File: config.mk
export PLATFORM = sky130hd
export DESIGN_NAME = peridot_phy_txd
export DESIGN_NICKNAME = d
export VERILOG_FILES = /design/src/rtl/peridot_phy_txd_pkg.sv /design/src/rtl/peridot_phy_txd.sv
export SDC_FILE = /design/constraint.sdc
export NUM_CORES = 1
export LEC_CHECK = 0
export CORE_MARGIN = 5
export CORE_UTILIZATION = 60
export CTS_BUF_LIST = sky130_fd_sc_hd__clkbuf_16
export DETAILED_ROUTE_END_ITERATION = 10
export PLACE_DENSITY = 0.83
export SYNTH_ARGS = -nofsm -noshare
export SYNTH_HDL_FRONTEND = slang
export SYNTH_SLANG_ARGS = --single-unit
File: constraint.sdc
create_clock -name clk -period 5.9 [get_ports clk]
set_clock_uncertainty 0.1 [all_clocks]
set_input_delay 0.59 -clock clk [delete_from_list [all_inputs] [get_ports clk]]
set_output_delay 0.59 -clock clk [all_outputs]
set_load 0.01 [all_outputs]
File: src/rtl/peridot_phy_txd_pkg.sv
// Shared UART PHY constants and divisor helper for peridot_phy_txd.
// The same constants are used by the matching receiver PHY.
package peridot_phy_txd_pkg;

    localparam int   UART_FRAME_BITS = 10;
    localparam int   UART_DIV_WIDTH  = 12;
    localparam logic UART_IDLE_LEVEL = 1'b1;

    typedef logic [UART_DIV_WIDTH-1:0] div_t;
    typedef logic [3:0]                bitcnt_t;

    // Clocks per bit minus one; the result must fit 1..4095.
    function automatic int uart_divnum(input int clock_frequency, input int uart_baudrate);
        return clock_frequency / uart_baudrate - 1;
    endfunction

endpackage

File: src/rtl/peridot_phy_txd.sv
// 8N1 UART transmitter PHY with an Avalon-ST ready/valid byte sink.
// Define PERIDOT_PHY_TXD_HOLDBUF_EN to add a one-entry holding buffer ahead of the shifter.
module peridot_phy_txd
    import peridot_phy_txd_pkg::*;
#(
    parameter int CLOCK_FREQUENCY = 50000000,
    parameter int UART_BAUDRATE   = 115200
) (
    input  logic       clk,
    input  logic       reset_n,
    output logic       in_ready,
    input  logic       in_valid,
    input  logic [7:0] in_data,
    output logic       txd
);

    localparam div_t CLOCK_DIVNUM = div_t'(uart_divnum(CLOCK_FREQUENCY, UART_BAUDRATE));

    // Handshake: a byte transfers on any rising clk edge where in_valid && in_ready;
    // in_data is sampled only on that edge and in_valid may change freely otherwise.
    bitcnt_t    r_bitcnt;
    div_t       r_divcnt;
    logic [7:0] r_shift;
    logic       r_txd;

    logic       w_frame_end;
    logic       w_shift_free;
    logic       w_accept;
    logic       w_load;
    logic [7:0] w_load_data;

    assign w_frame_end  = (r_bitcnt == 4'd1) && (r_divcnt == '0);
    assign w_shift_free = (r_bitcnt == 4'd0) || w_frame_end;
    assign w_accept     = in_valid && in_ready;
    assign txd          = r_txd;

`ifdef PERIDOT_PHY_TXD_HOLDBUF_EN
    logic       r_hold_full;
    logic [7:0] r_hold_data;

    assign in_ready    = !r_hold_full;
    assign w_load      = w_shift_free && (r_hold_full || w_accept);
    assign w_load_data = r_hold_full ? r_hold_data : in_data;

    // A byte accepted while the shifter is free bypasses the buffer entirely.
    always_ff @(posedge clk or negedge reset_n) begin
        if (!reset_n) begin
            r_hold_full <= 1'b0;
            r_hold_data <= 8'h00;
        end else if (w_accept && !w_shift_free) begin
            r_hold_full <= 1'b1;
            r_hold_data <= in_data;
        end else if (w_shift_free && r_hold_full) begin
            r_hold_full <= 1'b0;
        end
    end
`else
    assign in_ready    = w_shift_free;
    assign w_load      = w_accept;
    assign w_load_data = in_data;
`endif

    // A new load at the end-of-frame point takes priority over returning to idle.
    always_ff @(posedge clk or negedge reset_n) begin
        if (!reset_n) begin
            r_bitcnt <= 4'd0;
            r_divcnt <= '0;
            r_shift  <= 8'hFF;
            r_txd    <= UART_IDLE_LEVEL;
        end else if (w_load) begin
            r_shift  <= w_load_data;
            r_txd    <= ~UART_IDLE_LEVEL;
            r_bitcnt <= bitcnt_t'(UART_FRAME_BITS);
            r_divcnt <= CLOCK_DIVNUM;
        end else if (r_bitcnt != 4'd0) begin
            if (r_divcnt == '0) begin
                r_divcnt <= CLOCK_DIVNUM;
                r_bitcnt <= r_bitcnt - 4'd1;
                if (r_bitcnt >= 4'd3) begin
                    r_txd   <= r_shift[0];
                    r_shift <= {1'b1, r_shift[7:1]};
                end else if (r_bitcnt == 4'd2) begin
                    r_txd <= UART_IDLE_LEVEL;
                end
            end else begin
                r_divcnt <= r_divcnt - div_t'(1);
            end
        end
    end

endmodule

# [Yosys cells after proc, flatten, opt, wreduce, memory -nomap -nowiden]
# Index checks and enable logic that the tools add are counted.
[word_totals] register_bits=25 word_cells=37 out_inout_bits=2 mem_bits_rw=0 rom_bits=0 latchBits=0 memories=0
[classes] add_sub_neg=2 div_mod_pow=0 shifts=0 n_bitwise=0 muxes=15 mul=0 eq_ne=2 order_cmp=1 n_reduce_logical=13
[op_table] cell="$mux W12" count=3
[op_table] cell="$mux W8" count=4
[op_table] cell="$logic_not A12 Y1" count=1
[op_table] cell="$mux W4" count=3
[op_table] cell="$sub A12 B1 Y12 const B" count=1
[op_table] cell="$reduce_and A3 Y1" count=2
[op_table] cell="$reduce_bool A2 Y1" count=3
[op_table] cell="$mux W1" count=5
[op_table] cell="$eq A4 B1 Y1 const B" count=1
[op_table] cell="$eq A4 B2 Y1 const B" count=1
[op_table] cell="$ge A4 B2 Y1 const B" count=1
[op_table] cell="$logic_not A4 Y1" count=1
[op_table] cell="$reduce_bool A4 Y1" count=1
[op_table] cell="$sub A4 B1 Y4 const B" count=1
[op_table] cell="$reduce_bool A3 Y1" count=1
[op_table] cell="$logic_and A1 B1 Y1" count=2
[op_table] cell="$reduce_and A2 Y1" count=1
[op_table] cell="$logic_or A1 B1 Y1" count=1

# [Longest topological paths before layout]
# Gate-level depths: netlist of the first run.
[logic_depth] ltp_word=6 depth_mapped=8

# [Least setup slack after synthesis of the first run]
# No wires, ideal clock.
[synth_timing] path_type="reg-to-reg" start="register r_bitcnt[0]" end="register r_divcnt[5]" stages_incl_launch_ff=8 synth_period_minus_slack_ns=2.136 arrival_time_ns=1.909 setup_ns=0.127 slack_ns=3.764 path_buffers=1 cell_sequence="dfrtp_1 > inv_1 > ha_1 > or4b_2 > clkbuf_1 > nand3_1 > xor2_1 > nand2_1"
[synth_between] elab_chain_cells=5 elab_cells_between_ends=8 classes_between="eq/ne: 1; mux: 1; reduce/logical: 6"
[synth_rtl] element="from (decl)" line="peridot_phy_txd.sv:21" rtl="bitcnt_t r_bitcnt;"
[synth_rtl] element="from (signal assigned)" line="peridot_phy_txd.sv:73" rtl="r_bitcnt <= bitcnt_t'(UART_FRAME_BITS);"
[synth_rtl] element="from (signal assigned)" line="peridot_phy_txd.sv:78" rtl="r_bitcnt <= r_bitcnt - 4'd1;"
[synth_rtl] element="$eq A4 B1 Y1" line="peridot_phy_txd.sv:32" rtl="assign w_frame_end = (r_bitcnt == 4'd1) && (r_divcnt == '0);"
[synth_rtl] element="$logic_and A1 B1 Y1" line="peridot_phy_txd.sv:32"
[synth_rtl] element="$logic_or A1 B1 Y1" line="peridot_phy_txd.sv:33" rtl="assign w_shift_free = (r_bitcnt == 4'd0) || w_frame_end;"
[synth_rtl] element="$logic_and A1 B1 Y1" line="peridot_phy_txd.sv:34" rtl="assign w_accept = in_valid && in_ready;"
[synth_rtl] element="$mux W12 / $reduce_bool A2 Y1 (equally long branches)"
[synth_rtl] element="to (signal assigned)" line="peridot_phy_txd.sv:86" rtl="r_divcnt <= r_divcnt - div_t'(1);"
[synth_rtl] element="to (decl)" line="peridot_phy_txd.sv:22" rtl="div_t r_divcnt;"
# Parallel ways exist; a longest one is shown, timed or not.
# A chain may end at the register's enable or synchronous reset.

# [Worst setup path after layout of the first run]
[layout_timing] start="register r_divcnt[0]" end="output port in_ready"
[layout_between] elab_chain_cells=3
[layout_rtl] element="$logic_not A12 Y1" line="peridot_phy_txd.sv:32"
[layout_rtl] element="$logic_and A1 B1 Y1" line="peridot_phy_txd.sv:32"
[layout_rtl] element="$logic_or A1 B1 Y1" line="peridot_phy_txd.sv:33"
[layout_rtl] element="to (decl)" line="peridot_phy_txd.sv:11" rtl="output logic in_ready,"
# No other way between the ends.

==> results of run 1 <==
## cell families (layout without fill, tap and decap cells)
kind of cell / after synthesis / after routing / synth area share
adder cells (fa/ha/maj): 5 / 5 / 0.0441
AND/OR/NAND/NOR: 55 / 55 / 0.215
flip-flops: 25 / 25 / 0.449
XOR/XNOR: 8 / 8 / 0.0494
AO/OA/AOI/OAI: 27 / 27 / 0.136
multiplexers: 8 / 8 / 0.0564
buffers and inverters: 15 / 26 / 0.0503
## registers in the layout, summed over array words and instances, names as in the netlist
name      count
txd           1
r_shift       8
r_divcnt     12
r_bitcnt      4
## layer usage
| layer | up-vias | track usage | routed length [um] |
|---|---|---|---|
| li1 | 537 | - | - |
| met1 | 540 | 0.222 | 1160 |
| met2 | 33 | 0.309 | 1450 |
| met3 | 7 | 0.0285 | 135 |
| met4 | 0 | 0.0971 | 65 |
| met5 | - | 0 | 0 |
## area by class of cell
type                            count  area (um2)
Sequential cell                    25         637
Clock buffer                        3        75.1
Timing Repair Buffer               13         128
Clock inverter                      1        5.00
Inverter                            9        33.8
Tap cell                           28        35.0
Fill cell                         165         609
Multi-Input combinational cell    103         711
## worst min-delay path: cells and delay by family, from the launching register on
| family | cells | cell delay (ns) |
|---|---|---|
| AO/OA/AOI/OAI | 1 | 0.06 |
| buffers and inverters | 1 | 0.04 |
| flip-flops | 1 | 0.37 |
## power breakdown
group / total, uW / internal, uW / switching, uW
clock: 150 / 91.3 / 58.4
combinational: 10.1 / 5.92 / 4.20
sequential: 172 / 172 / 0
total: 332 / 269 / 62.6
## worst max path at each step
stage | to | cells after the start | slack (ns)
final | in_ready | 6 | 2.92
after CTS | in_ready | 6 | 2.94
after global placement | r_bitcnt[2]$_DFFE_PN0P_ | 6 | 3.09
after detailed placement | r_bitcnt[2]$_DFFE_PN0P_ | 6 | 3.08
after global routing | in_ready | 4 | 2.71
after floorplan | r_divcnt[5]$_DFFE_PN0P_ | 7 | 3.76
## cell usage after synthesis (all sizes together) (5+ instances only)
cell type	number
a21oi	9
dfrtp	16
dfstp	9
ha	5
inv	9
mux2i	8
nand2	7
nor2	21
o21ai	5
xor2	5
## metrics by stage
| stage | hold slack [ns] | std cells | area, um2 |
|---|---|---|---|
| 2_1_floorplan | 0.194 | 143 | 1420 |
| 3_3_place_gp | 0.361 | 178 | 1540 |
| 3_5_place_dp | 0.368 | 178 | 1540 |
| 4_1_cts | 0.378 | 182 | 1620 |
| 5_1_grt | 0.393 | 182 | 1620 |
| 6_report | 0.371 | 182 | 1620 |
==> results.md, run 1 <==
- Outcome: finished, final reports clean
- CP Launch Type: register
- Die span in x: 58.6 um
- Final Routed Wirelength: 2820 um
- Worst-path cell chain: inv_1 > ha_1 > nor4b_2 > nand3_1 > o21ai_0 > clkdlybuf4s50_1
- PortBufs: 12
- R2r endpoint: r_bitcnt[2]$_DFFE_PN0P_
- CTS buffer count: 3
- Slowest CP cell: clkdlybuf4s50_1
- Post-synthesis register bit count: 25
- Die height: 58.6 um
- Area delta synth->final: 14.5%
- Finished Core Util: 0.727
- CP bufs+invs: 2
- Most common cell after layout, fill and taps aside: nor2_1
- Overall Global Routing Usage: 0.183
- Tcrit/Tclk final: 0.505
- Core ar.: between 2000 and 2500 um2
- Setup violations, final: 0
- Minimum clock period: ~3 ns
- Slew headroom: 0.235
- DRC viols: 0
- GR Overflow Total: 0
- Via/cell ratio: 6.14
- Crit end category: output port
- Sequential-to-total area share from yosys stat: 0.449
- GP Congestion: 0.877
- Synth top area cells: dfrtp_1 (28%), dfstp_2 (17%), mux2i_1 (5.6%), nor2_1 (5.6%), ha_1 (4.4%)
- Starting Density: 0.635
- Root buffer cell: clkbuf_16
- VDD IR-drop max: 0.000169 V
- Largest net degree at the start of global routing: 26
- Routed Antenna Nets: 0
- Synth warnings: 0
- Ant diodes: 0
- Reg2Reg Depth: 7
- EDFF count, synth: 0
- Worst-path maximum fanout: 4
- R2R Setup Slk: 3.18 ns
- Post-CTS Setup Bufs: 0
- Post-DP HPWL: about 2000 um
- Clock Pin Slew Worst Setup and Hold Paths: about 0.06 ns
- Avg Inst Size Synth: roughly 9.9 um2
- Initial antenna violation count: 0
- Pre-CTS setup slack: 3.08 ns
- Largest area contributor in the synthesized netlist: dfrtp_1
- Post-CTS sizing: 0
- Most frequent cells in the layout: nor2_1 (21), dfrtp_1 (16), clkdlybuf4s50_1 (12)
- Vias: 1,117
- Worst EP required: 5.21 ns
- # hold bufs at CTS: 0
- Row count: 17
- First-pass GRT wire length: 4840 um
- Yosys top cell area share: 0.282
- Max-slew violation count: 0
- Htree depth: 1
- CTS tree: yes
- Layout cells sized above 1: 0.130
- DRT iter0 DRCs: 22
- Synth unique cells: 40
- Clock buffer depth: 2
- Num ports: 13
- Worst path top cell family by delay: buffers and inverters
- RSZ-0062 raised after global routing: no
- Pwr Density: ~200 nW/um2
- Ys flop type: dfrtp_1
- Setup TNS: 0 ns
- Hold_sp: txd$_DFFE_PN1P_
- Total Nets Final: 171
- Crit path DAT: 2.29 ns
- Slew @ Worst Pin: 1.13 ns
- Mapped Cells: between 100 and 150
- Slowest cell delay on critical path: 0.56 ns
- LEAKAGE: approximately 0.0007 uW
- Clk Latency, worst-skew pair: about 0.26 ns
- MaxCap Viol Count: 0
- Hold Path End: txd$_DFFE_PN1P_
- HP Class: reg -> reg
- Final hold viol count: 0
- Vias in the first global route: about 1,100
- Pwr Total: between 300 and 400 uW
- Max Clock Freq: 336 MHz
- Ys async rst share: 1.00
- TritonRoute pass-1 iters: 4
- CTS Sinks: 25
- Syn Std Cell Area: 1420 um2
- Hold Path Stages: 2
- Die area: 3440 um2
- Critical Path Source: r_divcnt[0]$_DFFE_PN0P_
- Syn_nets: 159
- Worst Slack Setup Final: a little under 3 ns
- Reg2Reg Launch Point: r_bitcnt[0]$_DFFE_PN0P_
- Crit Path Category: reg -> out
- Routed length per placed instance: 15.5 um
No activity file was read; power rests on OpenSTA's default activity.
==> run 2: changes to the inputs <==
- CORE_UTILIZATION: 60 -> 51
- PLACE_DENSITY: 0.83 -> 0.75
- clock period: 5.9 -> 2.5 ns (I/O delays scaled with it)
==> run 2 against run 1 <==
Combinational power increased by 150%. Wire length increased by 6.3%. Cell area is 4.6% higher. Die area rose by 15%. First-iteration DRC count rose to 3.3 times the previous value. Cell count increased by 5.5%. Hold slack lost 0.13 ns. Clock power rose by 140%. Critical endpoint is now r_shift[3]$_DFFE_PN1P_. Largest power group unchanged.
==> results.md, run 2 (same netlist as run 1, synthesis figures left out) <==
- Clock buffer depth: 2
- Overall Global Routing Usage: 0.163
- R2R Setup Slk: 0.18 ns
- Pwr Density: 464 nW/um2
- CP bufs+invs: 1
- Starting Density: 0.524
- Vias in the first global route: 1,157
- Worst-path maximum fanout: 8
- Clock Pin Slew Worst Setup and Hold Paths: approximately 0.06 ns
- # hold bufs at CTS: 0
- Slowest CP cell: a2111o_1
- Post-CTS Setup Bufs: 0
- Via/cell ratio: 5.83
- Routed length per placed instance: 15.6 um
- DRC viols: 0
- Worst EP required: 2.58 ns
- CP Launch Type: register
- Routed Antenna Nets: 0
- Die area: 3940 um2
- HP Class: in -> async
- Area delta synth->final: 19.8%
- Biggest register: r_divcnt
- Most common cell after layout, fill and taps aside: nor2_1
- First-pass GRT wire length: 5250 um
- Setup TNS: 0 ns
- Crit end category: register
- GP Congestion: between 0.8 and 0.9
- VDD IR-drop max: 0.000369 V
- TritonRoute pass-1 iters: 4
- RSZ-0062 raised after global routing: no
- CTS Sinks: 25
- Row count: 19
- Largest net degree at the start of global routing: 26
- CTS buffer count: 3
- Post-CTS sizing: 0
- Die height: between 60 and 70 um
- LEAKAGE: 0.000747 uW
- Top Registers: r_divcnt x12, r_shift x8, r_bitcnt x4
- Post-DP HPWL: around 2100 um
- Max-slew violation count: 0
- Root buffer cell: clkbuf_16
- Pwr Total: 788 uW
- Num ports: 13
- Htree depth: 1
- Max Clock Freq: 432 MHz
- MaxCap Viol Count: 0
- Clk Latency, worst-skew pair: approximately 0.26 ns
- R2r endpoint: r_shift[3]$_DFFE_PN1P_
- Vias: roughly 1,100
- Final Routed Wirelength: 3000 um
- Crit path DAT: 2.40 ns
- Reg2Reg Launch Point: r_divcnt[0]$_DFFE_PN0P_
- Ant diodes: 0
- Outcome: finished, final reports clean
- Worst path top cell family by delay: compound AO/OA/AOI/OAI gates
- Die span in x: about 63 um
- Tcrit/Tclk final: 0.926
- Final hold viol count: 0
- Reg2Reg Depth: 6
- CTS tree: yes
- Setup violations, final: 0
- Minimum clock period: 2.32 ns
- Slew @ Worst Pin: about 0.46 ns
- Initial antenna violation count: 0
- DRT iter0 DRCs: 73
- Worst-path cell chain: inv_1 > ha_1 > or4b_4 > a2111o_1 > mux2i_1 > a21oi_1
- Largest register FFs: 12
- Total Nets Final: 178
- Crit Path Category: reg -> reg
- Most frequent cells in the layout: nor2_1 (21), dfrtp_1 (16), clkdlybuf4s50_1 (11)
- Slew headroom: 0.689
- Core ar.: 2710 um2
- Slowest cell delay on critical path: 0.58 ns
- PortBufs: 12
- GR Overflow Total: 0
- Layout cells sized above 1: 0.174
[run 2: per-stage QoR]
stage | setup slack [ns] | utilization | cell area [um2] | cells | hold slack [ns]
detailed placement | 0.200 | 0.590 | 1600 | 188 | 0.366
global placement | 0.284 | 0.590 | 1600 | 188 | 0.361
finish | 0.185 | 0.627 | 1700 | 192 | 0.242
CTS | 0.00310 | 0.621 | 1680 | 192 | 0.254
floorplan | 0.364 | - | 1420 | 143 | -0.146
global route | 0.0549 | 0.627 | 1700 | 192 | 0.280
[run 2: report_power, final]
| group | internal (uW) | switching [uW] | total (uW) |
|---|---|---|---|
| Sequential | 405 | 0 | 405 |
| Clock | 217 | 141 | 358 |
| Combinational | 15.0 | 9.90 | 24.9 |
| Total | 637 | 151 | 788 |
[run 2: worst max-delay path by stage]
stage | start | cells after the start | slack, ns | to
floorplan | r_bitcnt[0]$_DFFE_PN0P_ | 7 | 0.36 | r_divcnt[5]$_DFFE_PN0P_
global placement | r_divcnt[0]$_DFFE_PN0P_ | 6 | 0.28 | r_shift[0]$_DFFE_PN1P_
detailed placement | r_divcnt[0]$_DFFE_PN0P_ | 6 | 0.20 | r_shift[3]$_DFFE_PN1P_
CTS | r_divcnt[0]$_DFFE_PN0P_ | 6 | 0.003 | in_ready
global route | r_divcnt[0]$_DFFE_PN0P_ | 6 | 0.05 | r_shift[3]$_DFFE_PN1P_
finish | r_divcnt[0]$_DFFE_PN0P_ | 6 | 0.18 | r_shift[3]$_DFFE_PN1P_
[run 2: metal layers]
metal  vias to the layer above  routed length (um)  GRT usage  share of wire
li1                        553                   -          -              -
met1                       539                1280      0.194           0.43
met2                        23                1560      0.281           0.52
met3                         5                 117     0.0306          0.039
met4                         0                  47     0.0743          0.016
met5                         -                   0          0              0
[run 2: final cells by class]
| class | instances | area (um2) |
|---|---|---|
| Fill cell | 229 | 1010 |
| Multi-Input combinational cell | 103 | 724 |
| Sequential cell | 25 | 637 |
| Timing Repair Buffer | 20 | 183 |
| Clock buffer | 3 | 75.1 |
| Tap cell | 31 | 38.8 |
| Inverter | 9 | 33.8 |
| Clock inverter | 1 | 7.51 |
[run 2: worst reg2reg max path: stages, from the launching register on]
cell	delay, ns
dfrtp_1	0.41
inv_1	0.09
ha_1	0.18
or4b_4	0.52
a2111o_1	0.59
mux2i_1	0.18
a21oi_1	0.18
